$ cat src/rtl/adder_pkg.sv
// Shared types and sizing helpers for the chunked serial adder.
package adder_pkg;

   typedef enum logic {
      IDLE,
      RUN
   } state_t;

   // Chunk-index width; a single-chunk adder still gets a 1-bit index.
   function automatic int unsigned idx_width(input int unsigned m);
      return (m > 1) ? $clog2(m) : 1;
   endfunction

endpackage

$ cat src/rtl/chunk_add.sv
// Combinational K-bit ripple adder built from full_adder cells.
module chunk_add #(
   parameter int unsigned K = 4
) (
   input  logic [K-1:0] a,
   input  logic [K-1:0] b,
   input  logic         ci,
   output logic [K-1:0] s,
   output logic         co
);

   logic [K:0] c;

   assign c[0] = ci;

   for (genvar i = 0; i < K; i++) begin : g_bit
      full_adder u_fa (
         .a  (a[i]),
         .b  (b[i]),
         .ci (c[i]),
         .s  (s[i]),
         .co (c[i+1])
      );
   end

   assign co = c[K];

endmodule

$ cat src/rtl/full_adder.sv
// 1-bit full adder cell used to build the chunk adder.
module full_adder (
   input  logic a,
   input  logic b,
   input  logic ci,
   output logic s,
   output logic co
);

   assign s  = a ^ b ^ ci;
   assign co = (a & b) | (ci & (a ^ b));

endmodule

$ cat src/rtl/chunked_serial_adder.sv
// Multi-cycle N-bit adder processing K bits per clock with a registered carry.
// Optional subtract mode enabled by defining CHUNKED_ADDER_SUB_EN.
module chunked_serial_adder
   import adder_pkg::*;
#(
   parameter int unsigned N = 16,
   parameter int unsigned K = 4
) (
   input  logic         clk,
   input  logic         rst_n,
   input  logic         start,
   input  logic [N-1:0] A,
   input  logic [N-1:0] B,
   input  logic         cin,
`ifdef CHUNKED_ADDER_SUB_EN
   input  logic         sub,
`endif
   output logic         busy,
   output logic         done,
   output logic [N-1:0] Sum,
   output logic         Cout
);

   localparam int unsigned M  = (K == 0) ? 1 : N / K;
   localparam int unsigned IW = idx_width(M);
   localparam logic [IW-1:0] LAST = IW'(M - 1);

   if (N < 1 || K < 1 || (N % K) != 0) begin : g_bad_params
      $fatal(1, "chunked_serial_adder: N must be >= 1, K >= 1 and N %% K == 0");
   end

   state_t        state;
   logic [IW-1:0] idx;
   logic [N-1:0]  a_r;
   logic [N-1:0]  b_r;
   logic          carry_r;

   logic [K-1:0]  a_chunk;
   logic [K-1:0]  b_chunk;
   logic [K-1:0]  s_chunk;
   logic          c_chunk;

   assign a_chunk = a_r[idx*K +: K];
   assign b_chunk = b_r[idx*K +: K];

   chunk_add #(.K(K)) u_chunk_add (
      .a  (a_chunk),
      .b  (b_chunk),
      .ci (carry_r),
      .s  (s_chunk),
      .co (c_chunk)
   );

   always_ff @(posedge clk or negedge rst_n) begin
      if (!rst_n) begin
         state   <= IDLE;
         idx     <= '0;
         a_r     <= '0;
         b_r     <= '0;
         carry_r <= 1'b0;
         busy    <= 1'b0;
         done    <= 1'b0;
         Sum     <= '0;
         Cout    <= 1'b0;
      end else begin
         done <= 1'b0;
         case (state)
            IDLE: begin
               if (start) begin
                  state <= RUN;
                  busy  <= 1'b1;
                  idx   <= '0;
                  a_r   <= A;
                  Sum   <= '0;
                  Cout  <= 1'b0;
`ifdef CHUNKED_ADDER_SUB_EN
                  // Subtract stores ~B so the shared chunk adder sees A + ~B + 1.
                  b_r     <= sub ? ~B : B;
                  carry_r <= sub | cin;
`else
                  b_r     <= B;
                  carry_r <= cin;
`endif
               end
            end
            RUN: begin
               Sum[idx*K +: K] <= s_chunk;
               carry_r         <= c_chunk;
               if (idx == LAST) begin
                  Cout  <= c_chunk;
                  done  <= 1'b1;
                  busy  <= 1'b0;
                  idx   <= '0;
                  state <= IDLE;
               end else begin
                  idx <= idx + IW'(1);
               end
            end
            default: state <= IDLE;
         endcase
      end
   end

endmodule

$ cat config.mk
export PLATFORM = sky130hd
export DESIGN_NAME = chunked_serial_adder
export DESIGN_NICKNAME = d
export VERILOG_FILES = /design/src/rtl/adder_pkg.sv /design/src/rtl/chunk_add.sv /design/src/rtl/full_adder.sv /design/src/rtl/chunked_serial_adder.sv
export SDC_FILE = /design/constraint.sdc
export NUM_CORES = 1
export LEC_CHECK = 0
export BUFFER_PORTS_ARGS = -buffer_cell sky130_fd_sc_hd__buf_2
export CAP_MARGIN = 20
export CORE_ASPECT_RATIO = 0.7
export CORE_MARGIN = 2
export CORE_UTILIZATION = 51
export CTS_BUF_LIST = sky130_fd_sc_hd__clkbuf_2 sky130_fd_sc_hd__clkbuf_4 sky130_fd_sc_hd__clkbuf_8
export CTS_CLUSTER_DIAMETER = 40
export DETAILED_ROUTE_END_ITERATION = 10
export PLACE_DENSITY = 0.78
export SETUP_SLACK_MARGIN = 0.15
export SLEW_MARGIN = 20
export SYNTH_ARGS = -nofsm -noshare
export SYNTH_HDL_FRONTEND = slang
export SYNTH_SLANG_ARGS = --single-unit
$ cat constraint.sdc
create_clock -name clk -period 3.1 [get_ports clk]
set_input_delay 0.155 -clock clk [delete_from_list [all_inputs] [get_ports clk]]
set_output_delay 0.155 -clock clk [all_outputs]
set_load 0.02 [all_outputs]
==> implementation parameters <==
Parameter                              Value

Detailed routing
  Total wirelength of the detailed-routed design ... between 4000 and 5000 um
  Routed Antenna Nets ... 0
  Vias after detailed routing ... approximately 1,600
  Count of routing violations after the opening detailed-route iteration ... 53
  Total iterations of the first detailed-routing run ... 4
  Wirelength per Cell ... 15.77 um
  Per-cell via count in the routed design ... between 5 and 6
  DRC errors left ... 0

GRT
  Via count of the first global-routing pass ... 1,651
  Overall routing resource usage ... 0.1808
  Global-route wire length before repair ... ~8200 um
  Maximum number of pins on one net before global-route repair ... 46
  Antenna violations before repair ... 0
  Overflow after GRT ... 0

Place
  HPWL reported at the end of detailed placement ... 3606 um
  Total placed cells including tap cells ... between 200 and 300
  Cell area after placement ... 0.003014 mm^2
  Port Buf Inserts ... 54
  Weighted congestion at the end of routability-driven global placement ... around 0.8
  Placement Setup Slack ... 0.2142 ns

Timing
  Final count of negative-setup-slack endpoints ... 0
  Worst Hold Margin ... -0.009218 ns
  Post-route setup slack ... 0.3148 ns
  Pins Over Slew Limit ... 0
  Worst Clk Skew ... 0.007264 ns
  Shortest period the worst path allows ... 2.785 ns
  Setup repair after global routing missed its margin ... no
  Highest clock frequency the design can meet ... 359.0 MHz
  Fin. Hold Viols ... 7
  Total negative slack ... 0 ns
  Actual transition at the worst max-transition pin ... 0.9646 ns
  Portion of the clock cycle consumed by the worst path in the final layout ... 0.8984
  Worst rel slew slack ... 0.3569

CTS
  Maximum number of buffers from clock root to sink ... 2
  Post-CTS setup buffer count ... 0
  CTS tree ... done
  Count of clock tree sinks ... 55
  Clk pin slew, worst setup/hold paths ... roughly 0.09 ns
  Number of instances resized during post-cts repair ... 0
  Later-pin clock latency in the skew report ... 0.31 ns
  Number of H-tree branching levels ... 2
  Clock buffer count from CTS ... 5
  Root buffer selected by CTS ... sky130_fd_sc_hd__clkbuf_8
  Cts-stage hold buffer count ... 0

Power
  Static leakage ... 1.526 nW
  Peak supply drop ... 0.4430 mV
  Power Dens Cells ... 1173 mW/mm^2

Finish
  Area growth from synthesis to layout ... 14.00%
  Final cell count without fillers ... between 300 and 400
  Share of layout cells above drive strength 1 ... 0.4936
  Nets@finish ... roughly 280
  Final non-filler cell area ... ~0.0031 mm^2
  Antenna cells ... 0

Logic synthesis
  Mean area per synthesized cell ... between 15 and 20 um^2
  Sequential share of the synthesized area ... 0.5048
  Number of enable-type register cells in the synthesized netlist ... 0
  Post-synth cell types ... 30
  Cell accounting for the most synthesized area ... sky130_fd_sc_hd__dfrtp_1
  Share of synthesized flip-flops with an asynchronous set or reset ... 1.000
  Gate count of the mapped netlist ... 178
  Top cells by count, synth ... 55 x sky130_fd_sc_hd__dfrtp_1, 28 x sky130_fd_sc_hd__mux2_4, 15 x sky130_fd_sc_hd__inv_1
  Commonest register cell after synthesis ... sky130_fd_sc_hd__dfrtp_1
  Cell area after technology mapping ... 0.002726 mm^2
  Top-count cell post-synth ... sky130_fd_sc_hd__dfrtp_1
  Count of yosys warnings during synthesis ... 0
  Synth area leaders ... sky130_fd_sc_hd__dfrtp_1 50%, sky130_fd_sc_hd__mux2_4 15%, sky130_fd_sc_hd__mux4_2 6.6%
  Fraction of synthesized cell area taken by the top area cell type ... 0.5048
  Post-synth net total ... 222
  Total of flip-flops plus latches after synthesis ... 55

Critical path
  Required time of the worst setup path ... 3.30 ns
  Data arrival at the endpoint of the critical path ... 2.99 ns
  Maximum fanout count along the critical path ... 8
  Setup CP Type ... reg2reg
  Worst Setup End Kind ... flip-flop
  Type of element launching the critical path ... flip-flop

Run
  Max-cap viol count ... 0

Outcome
  Status ... finished with violations
  Violated checks ... negative hold slack

Floorplanning
  Die Y ... 65.17 um
  Die X-Extent ... 91.39 um
  Core footprint ... 0.005202 mm^2
  Cell row count ... 22
  Overall die area ... 0.005956 mm^2
  Starting density of the core ... 0.5241
  Number of ports placed on the die boundary ... 55

Min path
  Min-delay worst type ... in2async
registers in the layout, summed over array words and instances, names as in the netlist:
| register | count |
|---|---|
| Cout | 1 |
| Sum | 16 |
| a_r | 16 |
| b_r | 16 |
| busy | 1 |
| carry_r | 1 |
| done | 1 |
| idx | 2 |
| state | 1 |
final timing paths:
path | start | endpoint | slack (ns) | depth (start not counted)
hold reg to reg | Sum[9] | Sum[9] | 0.49 | 1
max in group asynchronous | rst_n | Sum[11] | 2.39 | 2
hold / removal | rst_n | a_r[11] | -0.009 | 1
setup / recovery | idx[0] | Cout | 0.31 | 9
setup reg to reg | idx[0] | Cout | 0.31 | 9
min in group clk | A[7] | a_r[7] | 0.07 | 2
where the power goes:
group	leakage [nW]	internal [mW]	switching, mW
clock network	0.0491	0.177	0.220
registers	0.681	1.04	0.245
logic	0.796	1.05	0.919
stage by stage:
stage	util	power [mW]	hold slack, ns
final	0.5974	3.646	-0.009218
after global routing	0.5974	3.944	0.05914
after detailed placement	0.5794	3.276	0.3699
after global placement	0.5794	3.231	0.3560
after floorplan	-	2.795	-0.1406
after CTS	0.5964	3.680	0.02771
cell type report:
cell class | instances | area [um^2]
clock buffers | 7 | 83.83
clock inverters | 1 | 5.005
fillers | 433 | 2095
inverters | 15 | 56.30
multi-input cells | 96 | 1174
flip-flops and latches | 55 | 1379
well taps | 72 | 90.09
repair buffers | 59 | 320.3
cells by family (layout without fill, tap and decap cells):
family	count (synthesis)	after routing	synth area share
fa+ha+maj	8	8	0.04773
mux	47	47	0.2634
compound gates	22	22	0.06884
buf+inv	27	82	0.06562
simple gates	19	19	0.04957
flops	55	55	0.5048
worst max-delay path, cell delays in order, from the launching register on:
cell and delay, ns:
sky130_fd_sc_hd__dfrtp_2 0.42, sky130_fd_sc_hd__buf_4 0.20, sky130_fd_sc_hd__mux4_2 0.53, sky130_fd_sc_hd__fa_1 0.42, sky130_fd_sc_hd__inv_1 0.07, sky130_fd_sc_hd__fa_1 0.15, sky130_fd_sc_hd__inv_1 0.05, sky130_fd_sc_hd__fa_2 0.34
sky130_fd_sc_hd__mux2_2 0.27, sky130_fd_sc_hd__a22o_1 0.22
per-layer routing:
layer | vias to the layer above | part of all wire | wire length, um | track usage
met1 | 795 | 0.49 | 2358 | 0.2675
met3 | 5 | 0.046 | 223 | 0.04931
met5 | - | 0 | 0 | 0
met2 | 38 | 0.46 | 2191 | 0.2675
li1 | 739 | - | - | -
met4 | 0 | 0.0075 | 36 | 0.04545
cells in the final DEF (no fill, tap or decap), drive strengths merged:
cell and n:
o2bb2ai 9, or2 1, clkbuf 7, nor2b 1, o21ai 1, mux4 8, inv 15, ha 4
fa 4, nand2 3, a22o 6, and2 1, clkinv 1, a21o 2, and4bb 1, buf 59
nor4bb 1, nor3b 1, a2bb2oi 1, mux2 34, dfrtp 55, nor2 1, mux2i 5, a32o 1
o32ai 2, nand4b 3, nand2b 6
Note: power is estimated with default switching activity, not from simulation.
